==> src/rtl/axil_mem_bist_ctrl_if.sv <==
// AXI4-Lite bus bundle between the memory BIST master and the memory slave.
//   master modport : drives AW/W/AR channels and B/R ready
//   slave  modport : drives AW/W/AR ready and B/R response channels
// Addresses are 32-bit word addresses; DW is the data width, WSTRB is DW/8.
interface axil_mem_bist_ctrl_if #(
  parameter int DW = 32
);
  logic [31:0]   AWADDR;
  logic          AWVALID;
  logic          AWREADY;
  logic [DW-1:0] WDATA;
  logic [DW/8-1:0] WSTRB;
  logic          WVALID;
  logic          WREADY;
  logic [1:0]    BRESP;
  logic          BVALID;
  logic          BREADY;
  logic [31:0]   ARADDR;
  logic          ARVALID;
  logic          ARREADY;
  logic [DW-1:0] RDATA;
  logic [1:0]    RRESP;
  logic          RVALID;
  logic          RREADY;

  modport master (
    output AWADDR, AWVALID, WDATA, WSTRB, WVALID, BREADY, ARADDR, ARVALID, RREADY,
    input  AWREADY, WREADY, BRESP, BVALID, ARREADY, RDATA, RRESP, RVALID
  );

  modport slave (
    input  AWADDR, AWVALID, WDATA, WSTRB, WVALID, BREADY, ARADDR, ARVALID, RREADY,
    output AWREADY, WREADY, BRESP, BVALID, ARREADY, RDATA, RRESP, RVALID
  );
endinterface

==> src/rtl/axil_mem_bist_ctrl.sv <==
// AXI4-Lite master running a fill-then-verify pass over a word-addressed memory.
// Word i gets data pattern ^ i at address base_addr + i; all words are written,
// then read back and compared. Mismatches and non-OKAY responses are counted.
// Ports:
//   ACLK, ARESETN         clock, asynchronous active-low reset
//   start                 start pulse, accepted only while idle
//   base_addr, word_count, pattern   pass parameters, captured at start
//   busy, done            pass in progress / one-cycle end-of-pass pulse
//   err_count             saturating error count, cleared at start
//   m_axil                AXI4-Lite master port
//
// state     | meaning
// ----------+-------------------------------------------------------------
// S_IDLE    | waiting for start
// S_WR_ADDR | AW and W offered for word i, each dropped on its handshake
// S_WR_RESP | waiting for the B response of word i
// S_RD_ADDR | AR offered for word i
// S_RD_DATA | waiting for the R beat of word i, compare against pattern ^ i
// S_DONE    | end of pass: done pulse, busy low
module axil_mem_bist_ctrl #(
  parameter int DW    = 32,
  parameter int CNT_W = 9
) (
  input  logic                 ACLK,
  input  logic                 ARESETN,
  input  logic                 start,
  input  logic [31:0]          base_addr,
  input  logic [CNT_W-1:0]     word_count,
  input  logic [DW-1:0]        pattern,
  output logic                 busy,
  output logic                 done,
  output logic [CNT_W-1:0]     err_count,
  axil_mem_bist_ctrl_if.master m_axil
);

  typedef enum logic [2:0] {
    S_IDLE,
    S_WR_ADDR,
    S_WR_RESP,
    S_RD_ADDR,
    S_RD_DATA,
    S_DONE
  } state_t;

  state_t           state_q, state_d;
  logic             busy_q, busy_d;
  logic             done_q, done_d;
  logic [CNT_W-1:0] err_q, err_d;
  logic [CNT_W-1:0] idx_q, idx_d;
  logic [CNT_W-1:0] cnt_q, cnt_d;
  logic [31:0]      base_q, base_d;
  logic [DW-1:0]    pat_q, pat_d;
  logic [31:0]      awaddr_q, awaddr_d;
  logic [31:0]      araddr_q, araddr_d;
  logic [DW-1:0]    wdata_q, wdata_d;
  logic             awvalid_q, awvalid_d;
  logic             wvalid_q, wvalid_d;
  logic             bready_q, bready_d;
  logic             arvalid_q, arvalid_d;
  logic             rready_q, rready_d;

  logic [CNT_W-1:0] idx_nxt;
  logic             last_word;
  logic [CNT_W-1:0] err_inc;
  logic [DW-1:0]    exp_rdata;
  logic             aw_ok;
  logic             w_ok;

  always_comb begin
    idx_nxt   = idx_q + CNT_W'(1);
    last_word = (idx_nxt == cnt_q);
    err_inc   = (err_q == {CNT_W{1'b1}}) ? err_q : err_q + CNT_W'(1);
    exp_rdata = pat_q ^ DW'(idx_q);
    // A channel counts as finished once its VALID has been dropped or is
    // being accepted this cycle.
    aw_ok     = !awvalid_q || m_axil.AWREADY;
    w_ok      = !wvalid_q  || m_axil.WREADY;

    state_d   = state_q;
    busy_d    = busy_q;
    done_d    = 1'b0;
    err_d     = err_q;
    idx_d     = idx_q;
    cnt_d     = cnt_q;
    base_d    = base_q;
    pat_d     = pat_q;
    awaddr_d  = awaddr_q;
    araddr_d  = araddr_q;
    wdata_d   = wdata_q;
    awvalid_d = awvalid_q;
    wvalid_d  = wvalid_q;
    bready_d  = bready_q;
    arvalid_d = arvalid_q;
    rready_d  = rready_q;

    case (state_q)
      S_IDLE: begin
        if (start) begin
          busy_d = 1'b1;
          err_d  = '0;
          idx_d  = '0;
          cnt_d  = word_count;
          base_d = base_addr;
          pat_d  = pattern;
          if (word_count == '0) begin
            state_d = S_DONE;
          end else begin
            state_d   = S_WR_ADDR;
            awvalid_d = 1'b1;
            wvalid_d  = 1'b1;
            awaddr_d  = base_addr;
            wdata_d   = pattern;
          end
        end
      end

      S_WR_ADDR: begin
        if (awvalid_q && m_axil.AWREADY) awvalid_d = 1'b0;
        if (wvalid_q && m_axil.WREADY)   wvalid_d  = 1'b0;
        if (aw_ok && w_ok) begin
          state_d  = S_WR_RESP;
          bready_d = 1'b1;
        end
      end

      S_WR_RESP: begin
        if (m_axil.BVALID) begin
          bready_d = 1'b0;
          if (m_axil.BRESP != 2'b00) err_d = err_inc;
          if (last_word) begin
            idx_d     = '0;
            state_d   = S_RD_ADDR;
            arvalid_d = 1'b1;
            araddr_d  = base_q;
          end else begin
            idx_d     = idx_nxt;
            state_d   = S_WR_ADDR;
            awvalid_d = 1'b1;
            wvalid_d  = 1'b1;
            awaddr_d  = base_q + 32'(idx_nxt);
            wdata_d   = pat_q ^ DW'(idx_nxt);
          end
        end
      end

      S_RD_ADDR: begin
        if (m_axil.ARREADY) begin
          arvalid_d = 1'b0;
          rready_d  = 1'b1;
          state_d   = S_RD_DATA;
        end
      end

      S_RD_DATA: begin
        if (m_axil.RVALID) begin
          rready_d = 1'b0;
          if ((m_axil.RRESP != 2'b00) || (m_axil.RDATA != exp_rdata)) err_d = err_inc;
          if (last_word) begin
            idx_d   = '0;
            state_d = S_DONE;
            busy_d  = 1'b0;
            done_d  = 1'b1;
          end else begin
            idx_d     = idx_nxt;
            state_d   = S_RD_ADDR;
            arvalid_d = 1'b1;
            araddr_d  = base_q + 32'(idx_nxt);
          end
        end
      end

      S_DONE: begin
        // A zero-length pass arrives here with busy still high, so it spends
        // one extra cycle to give busy a full cycle before the done pulse.
        if (busy_q) begin
          busy_d = 1'b0;
          done_d = 1'b1;
        end else begin
          state_d = S_IDLE;
        end
      end

      default: begin
        state_d = S_IDLE;
      end
    endcase
  end

  always_ff @(posedge ACLK or negedge ARESETN) begin
    if (!ARESETN) begin
      state_q   <= S_IDLE;
      busy_q    <= 1'b0;
      done_q    <= 1'b0;
      err_q     <= '0;
      idx_q     <= '0;
      cnt_q     <= '0;
      base_q    <= '0;
      pat_q     <= '0;
      awaddr_q  <= '0;
      araddr_q  <= '0;
      wdata_q   <= '0;
      awvalid_q <= 1'b0;
      wvalid_q  <= 1'b0;
      bready_q  <= 1'b0;
      arvalid_q <= 1'b0;
      rready_q  <= 1'b0;
    end else begin
      state_q   <= state_d;
      busy_q    <= busy_d;
      done_q    <= done_d;
      err_q     <= err_d;
      idx_q     <= idx_d;
      cnt_q     <= cnt_d;
      base_q    <= base_d;
      pat_q     <= pat_d;
      awaddr_q  <= awaddr_d;
      araddr_q  <= araddr_d;
      wdata_q   <= wdata_d;
      awvalid_q <= awvalid_d;
      wvalid_q  <= wvalid_d;
      bready_q  <= bready_d;
      arvalid_q <= arvalid_d;
      rready_q  <= rready_d;
    end
  end

  assign busy           = busy_q;
  assign done           = done_q;
  assign err_count      = err_q;
  assign m_axil.AWADDR  = awaddr_q;
  assign m_axil.AWVALID = awvalid_q;
  assign m_axil.WDATA   = wdata_q;
  assign m_axil.WSTRB   = {(DW/8){1'b1}};
  assign m_axil.WVALID  = wvalid_q;
  assign m_axil.BREADY  = bready_q;
  assign m_axil.ARADDR  = araddr_q;
  assign m_axil.ARVALID = arvalid_q;
  assign m_axil.RREADY  = rready_q;

endmodule
==> src/flat_wrapper.sv <==
// flat-port wrapper written by rule: the top's interface ports become plain ports
module axil_mem_bist_ctrl_flat 
#(
  parameter int DW    = 32,
  parameter int CNT_W = 9
)
  (ACLK, ARESETN, start, base_addr, word_count, pattern, busy, done, err_count, m_axil_AWADDR, m_axil_AWVALID, m_axil_WDATA, m_axil_WSTRB, m_axil_WVALID, m_axil_BREADY, m_axil_ARADDR, m_axil_ARVALID, m_axil_RREADY, m_axil_AWREADY, m_axil_WREADY, m_axil_BRESP, m_axil_BVALID, m_axil_ARREADY, m_axil_RDATA, m_axil_RRESP, m_axil_RVALID);
  axil_mem_bist_ctrl_if #(.DW(DW)) m_axil_i ();
  input  logic ACLK;
  input  logic ARESETN;
  input  logic start;
  input  logic [31:0] base_addr;
  input  logic [CNT_W-1:0] word_count;
  input  logic [DW-1:0] pattern;
  output logic busy;
  output logic done;
  output logic [CNT_W-1:0] err_count;
  output wire logic [$bits(m_axil_i.AWADDR)-1:0] m_axil_AWADDR;
  output wire logic [$bits(m_axil_i.AWVALID)-1:0] m_axil_AWVALID;
  output wire logic [$bits(m_axil_i.WDATA)-1:0] m_axil_WDATA;
  output wire logic [$bits(m_axil_i.WSTRB)-1:0] m_axil_WSTRB;
  output wire logic [$bits(m_axil_i.WVALID)-1:0] m_axil_WVALID;
  output wire logic [$bits(m_axil_i.BREADY)-1:0] m_axil_BREADY;
  output wire logic [$bits(m_axil_i.ARADDR)-1:0] m_axil_ARADDR;
  output wire logic [$bits(m_axil_i.ARVALID)-1:0] m_axil_ARVALID;
  output wire logic [$bits(m_axil_i.RREADY)-1:0] m_axil_RREADY;
  input wire logic [$bits(m_axil_i.AWREADY)-1:0] m_axil_AWREADY;
  input wire logic [$bits(m_axil_i.WREADY)-1:0] m_axil_WREADY;
  input wire logic [$bits(m_axil_i.BRESP)-1:0] m_axil_BRESP;
  input wire logic [$bits(m_axil_i.BVALID)-1:0] m_axil_BVALID;
  input wire logic [$bits(m_axil_i.ARREADY)-1:0] m_axil_ARREADY;
  input wire logic [$bits(m_axil_i.RDATA)-1:0] m_axil_RDATA;
  input wire logic [$bits(m_axil_i.RRESP)-1:0] m_axil_RRESP;
  input wire logic [$bits(m_axil_i.RVALID)-1:0] m_axil_RVALID;
  assign m_axil_AWADDR = m_axil_i.AWADDR;
  assign m_axil_AWVALID = m_axil_i.AWVALID;
  assign m_axil_WDATA = m_axil_i.WDATA;
  assign m_axil_WSTRB = m_axil_i.WSTRB;
  assign m_axil_WVALID = m_axil_i.WVALID;
  assign m_axil_BREADY = m_axil_i.BREADY;
  assign m_axil_ARADDR = m_axil_i.ARADDR;
  assign m_axil_ARVALID = m_axil_i.ARVALID;
  assign m_axil_RREADY = m_axil_i.RREADY;
  assign m_axil_i.AWREADY = m_axil_AWREADY;
  assign m_axil_i.WREADY = m_axil_WREADY;
  assign m_axil_i.BRESP = m_axil_BRESP;
  assign m_axil_i.BVALID = m_axil_BVALID;
  assign m_axil_i.ARREADY = m_axil_ARREADY;
  assign m_axil_i.RDATA = m_axil_RDATA;
  assign m_axil_i.RRESP = m_axil_RRESP;
  assign m_axil_i.RVALID = m_axil_RVALID;
  axil_mem_bist_ctrl #(.DW(DW), .CNT_W(CNT_W)) u_core (.ACLK(ACLK), .ARESETN(ARESETN), .start(start), .base_addr(base_addr), .word_count(word_count), .pattern(pattern), .busy(busy), .done(done), .err_count(err_count), .m_axil(m_axil_i));
endmodule
==> config.mk <==
export PLATFORM = sky130hd
export DESIGN_NAME = axil_mem_bist_ctrl_flat
export DESIGN_NICKNAME = d
export VERILOG_FILES = /design/src/rtl/axil_mem_bist_ctrl_if.sv /design/src/rtl/axil_mem_bist_ctrl.sv /design/src/flat_wrapper.sv
export SDC_FILE = /design/constraint.sdc
export NUM_CORES = 1
export LEC_CHECK = 0
export BUFFER_PORTS_ARGS = -buffer_cell sky130_fd_sc_hd__buf_4
export CAP_MARGIN = 10
export CORE_ASPECT_RATIO = 1.2
export CORE_UTILIZATION = 30
export CTS_BUF_LIST = sky130_fd_sc_hd__clkbuf_16
export CTS_CLUSTER_SIZE = 25
export DETAILED_ROUTE_END_ITERATION = 6
export GPL_TIMING_DRIVEN = 0
export REMOVE_ABC_BUFFERS = 1
export SLEW_MARGIN = 20
export SYNTH_ARGS = -nofsm -noshare
export SYNTH_HDL_FRONTEND = slang
export SYNTH_SLANG_ARGS = --single-unit
export TNS_END_PERCENT = 10
==> constraint.sdc <==
create_clock -name ACLK -period 3.65 [get_ports ACLK]
set_input_delay 0.73 -clock ACLK [delete_from_list [all_inputs] [get_ports ACLK]]
set_output_delay 0.73 -clock ACLK [all_outputs]
set_load 0.005 [all_outputs]
==> results.py, run 1 <==
metrics = {
    "cts": {
        "cts_sinks": 197,
        "cts_root_buf": "clkbuf_16",
        "cts_tree": "done",
        "clk_latency_ns": 0.45,
        "clockBufferDepth": 2,
        "h-tree-depth": 4,
        "clk_pin_slew_worst_paths_ns": 0.07,
        "cts_hold_buffers": 0,
        "cts_made_buffers": 17,
    },
    "placement": {
        "gp_congestion": 0.796,
        "dp.cells": 1697,
        "post-dp-hpwl_um": 22400,
        "port_buffers": 228,
    },
    "sta": {
        "max_freq_mhz": 287,
        "relSlewSlack": 0.376,
        "finalCritPeriodShare": 0.953,
        "tightestPinTransition_ns": 0.927,
        "setup_tns_ns": 0,
        "hold_viol_final": 0,
        "hold_slack_ns": 0.158,
        "finalSetupViolCount": 0,
        "fin_worst_skew_ns": 0.0148,
        "drv_slew": 0,
        "layout_min_cycle_time_ns": 3.48,
    },
    "critical_path": {
        "crit_buf_inv": 3,
        "crit_path_start_kind": "flip-flop",
        "r2r_cells": 14,
        "critPathMaxStageDelay_ns": 0.49,
        "crit_arrival_ns": 3.81,
        "worstPathCellList": "nand3_1 > or2_1 > xnor2_2 > inv_1 > ha_2 > and3_1 > and3_1 > a21oi_4 > buf_6 > nor3_4 > buf_4 > nand2_1 > xnor2_1 > mux2_4",
        "worstPathMaxFanout": 15,
        "rr_endpoint": "u_core.m_axil.ARADDR[21]$_DFFE_PN0P_",
        "cp-end-kind": "flip-flop",
        "cp_slowest_cell": "dfrtp_1",
        "crit_family": "simple AND/OR/NAND/NOR gates",
        "rr_startpoint": "u_core.idx_q[4]$_DFFE_PN0P_",
        "cp.required_ns": 3.98,
        "path_class": "flip-flop to flip-flop",
        "crit_top_cell": "and3_1",
        "r2r_slack_ns": 0.17,
    },
    "final_layout": {
        "finalNonFillerCells": 1737,
        "final_cell_mix": "buf_4, dfrtp_1, nand2_1",
        "syn_to_final_growth_pct": 30.1,
        "layout-drive-gt1-share": 0.336,
        "diodes": 0,
        "nFillCells": 3493,
        "fin_nets": 1392,
        "final_common_cell": "buf_4",
    },
    "routing": {
        "vias": 8329,
        "routed_wl_um": 29800,
        "drtAntennaViolNets": 0,
        "viasPerCell": 4.80,
        "drcViolationCount": 0,
        "post_drt_wl_per_cell_um": 17.2,
        "firstDrtPassIters": 4,
        "drt_iter0_markers": 456,
    },
    "die": {
        "die-area_mm2": 0.0362,
        "io_pins": 233,
        "row_count": 75,
        "die_y_um": 208,
        "die_w_um": 174,
        "start_util": 0.305,
        "coreArea_mm2": 0.0349,
    },
    "logic_synthesis": {
        "avgSynthCellArea_um2": 10.2,
        "yosysTopAreaCell": "dfrtp_1",
        "synthTopCellsByArea": "dfrtp_1, mux2_2, xnor2_1",
        "synth.top_cell.area_share": 0.463,
        "yosysWarnings": 0,
        "ys_ff_latch": 197,
        "synth_edf_count": 0,
        "yosys.cell_types.count": 61,
        "synthFlopType": "dfrtp_1",
        "syn_area_mm2": 0.0106,
        "yosysSeqAreaShare": 0.463,
        "syn_inst": 1039,
        "synthArstFlopShare": 1.00,
    },
    "job": {
        "max_cap_violations": 0,
    },
    "power_and_ir_drop": {
        "leakagePower_nw": 6.20,
        "power.density_mw_per_mm2": 801,
        "power_mw": 11.1,
        "ir_drop_uv": 346,
    },
    "global_routing": {
        "grt_antenna_before_repair": 0,
        "grt-ovfl-total": 0,
        "grt_pass1_vias": 8412,
        "grt_max_degree": 91,
        "grt_first_pass_wirelength_um": 47600,
        "track_usage": 0.170,
    },
    "hold_path": {
        "min_path_type": "input port to async pin",
    },
    "status": {
        "status": "finished, final reports clean",
    },
}
==> cell type report <==
| class | count | area (µm²) | area share |
|---|---|---|---|
| sequential | 197 | 4930 | 0.357 |
| timing repair buffer | 265 | 2210 | 0.160 |
| clock inverter | 15 | 129 | 0.00931 |
| multi-input combinational | 762 | 5490 | 0.397 |
| clock buffer | 17 | 425 | 0.0307 |
| inverter | 19 | 71.3 | 0.00515 |
| tap | 462 | 578 | 0.0418 |
==> metal layers <==
metal	track usage	vias to the layer above	wire, µm	part of all wire
met5	0	-	0	0
met4	0.0744	0	865	0.029
met3	0.0415	43	1730	0.058
met2	0.283	230	14400	0.48
met1	0.207	4004	12800	0.43
li1	-	4052	-	-
==> sequential cells by signal, indices dropped and copies added (netlist names), 3 cells and up <==
register	cells
u_core.base_q	32
u_core.m_axil.ARADDR	32
u_core.m_axil.AWADDR	32
u_core.m_axil.WDATA	32
u_core.pat_q	32
u_core.cnt_q	9
u_core.err_count	9
u_core.idx_q	9
u_core.state_q	3
==> what timing repair did <==
item	CTS	global route
pin swaps	2	1
endpoints found under the setup margin	46	32
resized for setup	9	11
buffers inserted	4	4
gates cloned	0	0
==> report_power, final <==
part	internal, mW	switching, mW	leakage, nW	total [mW]
clock	0.945	0.907	0.265	1.85
combinational	2.79	2.30	3.57	5.09
sequential	3.20	0.938	2.36	4.14
total	6.93	4.14	6.20	11.1
==> cells by family (layout without fill, tap and decap cells) <==
family / count (synthesis) / count (layout) / synth area share
and+or+nand+nor: 343 / 343 / 0.146
DFF: 197 / 197 / 0.463
AOI/OAI and AO/OA: 178 / 178 / 0.103
xor gates and xnor gates: 113 / 113 / 0.108
muxes: 111 / 111 / 0.128
buffers and inverters: 83 / 316 / 0.0348
adders and majority gates: 13 / 13 / 0.0160
other: 1 / 4 / 0.000353
==> worst max path at each step <==
stage | endpoint | cells past startpoint | start | slack, ns
after detailed placement | u_core.m_axil.ARADDR[27]$_DFFE_PN0P_ | 14 | u_core.idx_q[0]$_DFFE_PN0P_ | -0.64
after CTS | u_core.m_axil.ARADDR[27]$_DFFE_PN0P_ | 14 | u_core.idx_q[0]$_DFFE_PN0P_ | 0.05
after global routing | u_core.m_axil.ARADDR[21]$_DFFE_PN0P_ | 14 | u_core.idx_q[3]$_DFFE_PN0P_ | -0.02
after floorplan | u_core.base_q[0]$_DFFE_PN0P_ | 3 | u_core.state_q[1]$_DFFE_PN0P_ | -3.10
after global placement | u_core.pat_q[16]$_DFFE_PN0P_ | 3 | u_core.state_q[1]$_DFFE_PN0P_ | -7.88
final | u_core.m_axil.ARADDR[21]$_DFFE_PN0P_ | 14 | u_core.idx_q[4]$_DFFE_PN0P_ | 0.17
==> per-stage QoR <==
step | setup WS, ns | util | instance area, µm²
after CTS | 0.0510 | 0.394 | 13700
after detailed placement | -0.642 | 0.375 | 13100
after floorplan | -3.10 | - | 10300
after global routing | -0.0219 | 0.396 | 13800
after global placement | -7.88 | 0.362 | 12600
final | 0.170 | 0.396 | 13800
==> worst reg2reg max path, cell delays in order, from the launching register on <==
cell     delay (ns)
dfrtp_1        0.49
nand3_1        0.23
or2_1          0.32
xnor2_2        0.21
inv_1          0.11
ha_2           0.40
and3_1         0.21
and3_1         0.23
a21oi_4        0.11
buf_6          0.20
nor3_4         0.22
buf_4          0.17
nand2_1        0.06
xnor2_1        0.16
mux2_4         0.27
==> synthesized netlist by cell type (5+ instances only) <==
| cell type | instances |
|---|---|
| nor4_1 | 13 |
| o21ai_0 | 45 |
| dfrtp_1 | 197 |
| nor3b_1 | 5 |
| clkbuf_1 | 39 |
| buf_2 | 17 |
| nand4_1 | 16 |
| nand2_1 | 131 |
| o21ai_1 | 13 |
| xor2_1 | 35 |
| a31oi_1 | 33 |
| a21oi_1 | 47 |
| nor3_1 | 15 |
| mux2_2 | 73 |
| nand3_1 | 27 |
| and3_1 | 8 |
| xnor2_1 | 66 |
| mux2_4 | 30 |
| inv_1 | 19 |
| ha_1 | 12 |
| nor2_1 | 99 |
| nand2b_1 | 7 |
| o2bb2ai_1 | 11 |
| mux2_1 | 7 |
| xnor3_1 | 9 |
No activity file was read; power rests on OpenSTA's default activity.
==> run 2, diff against run 1 <==
- CORE_MARGIN: default -> 5
- CORE_UTILIZATION: 30 -> 55
- PLACE_DENSITY: default -> 0.87
==> run 2 against run 1 <==
Against the previous run:
- critical endpoint is now u_core.m_axil.ARADDR[27]$_DFFE_PN0P_
- clock skew fell by 0.0025 ns
- cell area decreased by 2.1%
- count of clock-buffer cells in the layout unchanged
- non-clock buffer count fell by 5
- utilization up 32 points
- routed wire length fell by 6.2%
- largest power group unchanged
- die area decreased by 39%
- global-route usage grew 8.5 points
==> results.py, run 2 (synthesis results as in run 1) <==
metrics = {
    "sta": {
        "hold_viol_final": 0,
        "layout_min_cycle_time_ns": 3.49,
        "fin_ws_ns": 0.155,
        "max_freq_mhz": 286,
        "rsz0062_at_grt": "yes",
        "relSlewSlack": 0.285,
        "fin_worst_skew_ns": 0.0123,
        "hold_slack_ns": 0.0853,
        "finalSetupViolCount": 0,
        "drv_slew": 0,
        "finalCritPeriodShare": 0.957,
        "tightestPinTransition_ns": 1.07,
    },
    "global_routing": {
        "grt_max_degree": 98,
        "grt-ovfl-total": 0,
        "grt_first_pass_wirelength_um": 45100,
        "track_usage": 0.255,
        "grt_pass1_vias": 8766,
        "grt_antenna_before_repair": 0,
    },
    "final_layout": {
        "diodes": 0,
        "layout-drive-gt1-share": 0.332,
        "fin_nets": 1387,
        "final_common_cell": "buf_4",
        "final_cell_mix": "buf_4, dfrtp_1, nand2_1",
        "syn_to_final_growth_pct": 27.4,
    },
    "critical_path": {
        "crit_family": "simple AND/OR/NAND/NOR gates",
        "crit_arrival_ns": 3.80,
        "cp.required_ns": 3.96,
        "cp_slowest_cell": "dfrtp_2",
        "critPathMaxStageDelay_ns": 0.45,
        "worstPathMaxFanout": 16,
        "crit_path_start_kind": "flip-flop",
        "crit_buf_inv": 2,
        "cp-end-kind": "flip-flop",
        "worstPathCellList": "ha_2 > nand2_1 > or2_1 > xnor2_2 > inv_1 > ha_2 > nand3_1 > o221ai_1 > a21oi_2 > buf_6 > nor3_4 > nand3_1 > xnor2_1 > mux2_4",
        "path_class": "flip-flop to flip-flop",
    },
    "power_and_ir_drop": {
        "power.density_mw_per_mm2": 824,
        "p_seq_frac": 0.370,
        "intPower_mw": 7.01,
        "power_mw": 11.2,
        "leakagePower_nw": 6.18,
        "ir_drop_uv": 486,
        "pwr-share-comb": 0.452,
        "switchingPower_mw": 4.16,
        "switching_share": 0.373,
        "clockPowerShare": 0.178,
    },
    "routing": {
        "drtAntennaViolNets": 0,
        "post_drt_wl_per_cell_um": 18.3,
        "viasPerCell": 5.61,
        "drt_iter0_markers": 435,
        "firstDrtPassIters": 5,
        "routed_wl_um": 28000,
        "drcViolationCount": 0,
        "vias": 8567,
    },
    "placement": {
        "place_ws_ns": -0.534,
        "post-dp-hpwl_um": 21200,
        "port_buffers": 228,
        "gp_congestion": 0.849,
    },
    "cts": {
        "clockBufferDepth": 2,
        "cts_root_buf": "clkbuf_16",
        "h-tree-depth": 4,
        "clk_latency_ns": 0.43,
        "cts_made_buffers": 17,
        "clk_pin_slew_worst_paths_ns": 0.08,
        "cts_sinks": 197,
        "cts_tree": "done",
    },
    "die": {
        "die_y_um": 162,
        "start_util": 0.562,
        "die-area_mm2": 0.0222,
        "die_w_um": 137,
        "row_count": 55,
        "io_pins": 233,
        "coreArea_mm2": 0.0189,
    },
    "status": {
        "status": "finished, final reports clean",
    },
    "hold_path": {
        "min_path_type": "input port to async pin",
    },
    "job": {
        "max_cap_violations": 0,
    },
}
-- run 2: changes by cell type in the layout (fill, tap and decap cells not counted), sizes merged --
cell	delta
bufinv	+1
buf	-5
inv	+1
clkinvlp	-2
-- run 2: through the flow --
stage	setup TNS, ns	util	std cells	cell area, µm²
floorplan	-328.19	-	978	10300
global placement	-909.29	0.654	1462	12400
detailed placement	-5.76	0.676	1487	12800
CTS	0	0.712	1521	13500
global route	-0.0715	0.716	1526	13600
finish	0	0.716	1526	13600
-- run 2: per-layer routing --
layer	up-vias	global-route usage	part of all wire
li1	4044	-	-
met1	4178	0.304	0.39
met2	309	0.452	0.52
met3	36	0.0766	0.079
met4	0	0.0563	0.013
met5	-	0	0
-- run 2: power by group through the flow --
stage	sequential [mW]	clock, mW	combinational [mW]
2_1_floorplan	3.99	0	3.03
3_3_place_gp	4.10	0	4.73
3_5_place_dp	4.15	0	5.05
4_1_cts	4.12	2.02	5.07
5_1_grt	4.27	2.13	5.54
6_report	4.13	1.98	5.05
-- run 2: final timing paths --
| check | from | end | slack, ns | cells after the start |
|---|---|---|---|---|
| worst max register to register | u_core.idx_q[0]$_DFFE_PN0P_ | u_core.m_axil.ARADDR[27]$_DFFE_PN0P_ | 0.16 | 14 |
| max in group asynchronous | ARESETN | u_core.m_axil.AWADDR[12]$_DFFE_PN0P_ | 2.88 | 2 |
| worst min register to register | u_core.m_axil.AWADDR[14]$_DFFE_PN0P_ | u_core.m_axil.AWADDR[14]$_DFFE_PN0P_ | 0.49 | 1 |
| worst max-delay path | u_core.idx_q[0]$_DFFE_PN0P_ | u_core.m_axil.ARADDR[27]$_DFFE_PN0P_ | 0.16 | 14 |
| min in group ACLK | u_core.m_axil.AWADDR[14]$_DFFE_PN0P_ | u_core.m_axil.AWADDR[14]$_DFFE_PN0P_ | 0.49 | 1 |
| worst min-delay path | ARESETN | u_core.m_axil.WDATA[21]$_DFFE_PN0P_ | 0.09 | 1 |
-- run 2: final cells by class --
cell class                      count  area, µm²
Clock inverter                     15        210
Inverter                           19       71.3
Clock buffer                       17        425
Multi-Input combinational cell    762       5450
Sequential cell                   197       4930
Tap cell                          256        320
Fill cell                        1376       5370
Timing Repair Buffer              260       2150
-- run 2: timing repair --
item	4_1_cts	5_1_grt
hold buffers	0	0
gates resized for setup	5	8
endpoints found under the setup margin	36	29
setup buffers	2	5
pin swaps	1	2
==> run 3, diff against run 2 <==
- ABC_AREA: default -> 1
- CORE_UTILIZATION: 55 -> 56
==> run 3 against run 2 <==
Against the previous run:
- the run now ends with DRC left
- flip-flop and latch count did not move
- critical path type unchanged
- global-route usage up 3.2 points
- synthesized cell count grew 48%
==> results.py, run 3 <==
metrics = {
    "global_routing": {
        "track_usage": 0.287,
        "grt_antenna_before_repair": 0,
        "grt_max_degree": 91,
        "grt_pass1_vias": 11300,
        "grt-ovfl-total": 0,
        "grt_first_pass_wirelength_um": 54800,
    },
    "final_layout": {
        "final_area_mm2": 0.0140,
        "fin_nets": 1862,
        "final_common_cell": "nand2_1",
        "layout-drive-gt1-share": 0.189,
        "final_cell_mix": "nand2_1, buf_4, dfrtp_1",
        "diodes": 0,
        "nFillCells": 1657,
        "syn_to_final_growth_pct": 23.6,
    },
    "sta": {
        "layout_min_cycle_time_ns": 3.50,
        "hold_slack_ns": 0.142,
        "finalCritPeriodShare": 0.959,
        "fin_ws_ns": 0.149,
        "finalSetupViolCount": 0,
        "hold_viol_final": 0,
        "relSlewSlack": 0.451,
        "rsz0062_at_grt": "no",
        "max_freq_mhz": 286,
        "drv_slew": 0,
        "fin_worst_skew_ns": 0.0152,
        "tightestPinTransition_ns": 0.821,
    },
    "cts": {
        "cts_root_buf": "clkbuf_16",
        "cts_tree": "done",
        "clk_latency_ns": 0.45,
        "h-tree-depth": 4,
        "cts_sinks": 197,
        "cts_made_buffers": 17,
        "cts_hold_buffers": 0,
        "clk_pin_slew_worst_paths_ns": 0.08,
        "clockBufferDepth": 2,
    },
    "logic_synthesis": {
        "synthFlopType": "dfrtp_1",
        "synth_edf_count": 0,
        "avgSynthCellArea_um2": 7.38,
        "yosysTopAreaCell": "dfrtp_1",
        "synthTopCellsByArea": "dfrtp_1, nand2_1, o21ai_0",
        "yosysSeqAreaShare": 0.436,
        "ys_ff_latch": 197,
        "syn_area_mm2": 0.0113,
        "yosysMostFrequentCell": "nand2_1",
        "synthTopCellsByCount": "nand2_1, dfrtp_1, o21ai_0, inv_1, nand3_1",
        "yosysWarnings": 0,
        "synth.top_cell.area_share": 0.436,
        "synthArstFlopShare": 1.00,
        "yosys.cell_types.count": 45,
        "syn_inst": 1534,
    },
    "power_and_ir_drop": {
        "ir_drop_uv": 724,
        "p_seq_frac": 0.330,
        "pwr-share-comb": 0.494,
        "intPower_mw": 6.71,
        "clockPowerShare": 0.177,
        "switching_share": 0.434,
        "leakagePower_nw": 7.04,
        "power.density_mw_per_mm2": 848,
        "switchingPower_mw": 5.15,
    },
    "critical_path": {
        "crit_arrival_ns": 3.83,
        "crit_path_start_kind": "flip-flop",
        "worstPathMaxFanout": 34,
        "cp-end-kind": "flip-flop",
        "cp.required_ns": 3.98,
        "path_class": "flip-flop to flip-flop",
    },
    "status": {
        "violations": "DRC",
        "status": "finished, violations left",
    },
    "routing": {
        "drcViolationCount": 4,
        "routed_wl_um": 33200,
        "viasPerCell": 5.55,
        "post_drt_wl_per_cell_um": 16.5,
        "drtAntennaViolNets": 0,
        "firstDrtPassIters": 7,
        "vias": 11100,
        "drt_iter0_markers": 898,
    },
    "die": {
        "die_y_um": 166,
        "coreArea_mm2": 0.0200,
        "io_pins": 233,
        "die_w_um": 140,
        "die-area_mm2": 0.0232,
        "row_count": 57,
        "start_util": 0.565,
    },
    "placement": {
        "placed_cell_area_mm2": 0.0133,
        "post-dp-hpwl_um": 23800,
        "gp_congestion": 0.927,
        "port_buffers": 228,
        "place_ws_ns": -0.301,
    },
    "hold_path": {
        "min_path_type": "input port to async pin",
    },
    "job": {
        "max_cap_violations": 0,
    },
}
[run 3: cell types whose count changed after synthesis, moves of 30 or more]
cell | before | now
a31oi_1 | 33 | 0
nand4_1 | 16 | 49
mux2_2 | 73 | 15
nand2_1 | 131 | 536
mux2_4 | 30 | 0
inv_1 | 19 | 139
o21ai_1 | 13 | 64
xnor2_1 | 66 | 20
nand3_1 | 27 | 94
o21ai_0 | 45 | 144
[run 3: kinds of logic after synthesis]
| group | after synthesis | share of synthesized area |
|---|---|---|
| AND/OR/NAND/NOR | 804 | 0.305 |
| AO/OA/AOI/OAI | 248 | 0.112 |
| buffers and inverters | 213 | 0.0824 |
| flip-flops | 197 | 0.436 |
| XOR/XNOR | 35 | 0.0271 |
| multiplexers | 23 | 0.0220 |
| adder cells (fa/ha/maj) | 13 | 0.0150 |
| other | 1 | 0.000331 |
[run 3: final cells by class]
class	count	area, µm²	area share
Timing Repair Buffer	243	2010	0.144
Clock inverter	15	230	0.0165
Clock buffer	17	425	0.0304
Multi-Input combinational cell	1128	5500	0.393
Tap cell	265	332	0.0237
Inverter	145	553	0.0395
Sequential cell	197	4930	0.353
[run 3: stage by stage]
| stage | instances | power, mW | util | TNS (ns) |
|---|---|---|---|---|
| after global placement | 1962 | 9.34 | 0.648 | -443.90 |
| final | 2010 | 11.9 | 0.698 | 0 |
| after CTS | 2009 | 11.8 | 0.697 | 0 |
| after floorplan | 1469 | 7.25 | - | -115.89 |
| after global routing | 2010 | 12.8 | 0.698 | 0 |
| after detailed placement | 1973 | 9.65 | 0.662 | -8.76 |
[run 3: repair_timing]
action                     4_1_cts  5_1_grt
gates cloned                     1        0
setup endpoints to repair       42       47
setup buffers                    3        0
resized for setup                2        7
pin swaps                        2        0
[run 3: worst paths after layout]
path	from	end	slack, ns	cells past startpoint
worst max register to register	u_core.state_q[2]$_DFFE_PN0P_	u_core.m_axil.ARADDR[9]$_DFFE_PN0P_	0.15	11
min in group ACLK	u_core.m_axil.ARADDR[1]$_DFFE_PN0P_	u_core.m_axil.ARADDR[1]$_DFFE_PN0P_	0.48	2
worst min-delay path	ARESETN	u_core.m_axil.WDATA[21]$_DFFE_PN0P_	0.14	1
worst min register to register	u_core.m_axil.ARADDR[1]$_DFFE_PN0P_	u_core.m_axil.ARADDR[1]$_DFFE_PN0P_	0.48	2
worst max-delay path	u_core.state_q[2]$_DFFE_PN0P_	u_core.m_axil.ARADDR[9]$_DFFE_PN0P_	0.15	11
max in group asynchronous	ARESETN	u_core.m_axil.ARADDR[3]$_DFFE_PN0P_	2.75	2
[run 3: critical path, stage by stage, from the launching register on]
cell and delay (ns):
dfrtp_1 0.42, inv_1 0.13, nand2_1 0.19, nor2_4 0.52
inv_2 0.30, buf_12 0.25, nand2_1 0.21, nand2_1 0.11
clkinv_2 0.42, nand3_4 0.46, nand2_1 0.21, nand2_1 0.08
[run 3: power groups by stage]
stage	Clock, mW	Sequential, mW	Combinational, mW
floorplan	0	3.83	3.42
global placement	0	3.90	5.43
detailed placement	0	3.92	5.73
CTS	2.11	3.90	5.84
global route	2.20	4.03	6.56
finish	2.09	3.91	5.85
[run 3: metal layers]
metal,global-route usage,vias up,wire [µm]
met2,0.514,408,17300
met5,0,-,0
li1,-,5363,-
met1,0.337,5290,12900
met4,0.123,0,1210
met3,0.0499,88,1820
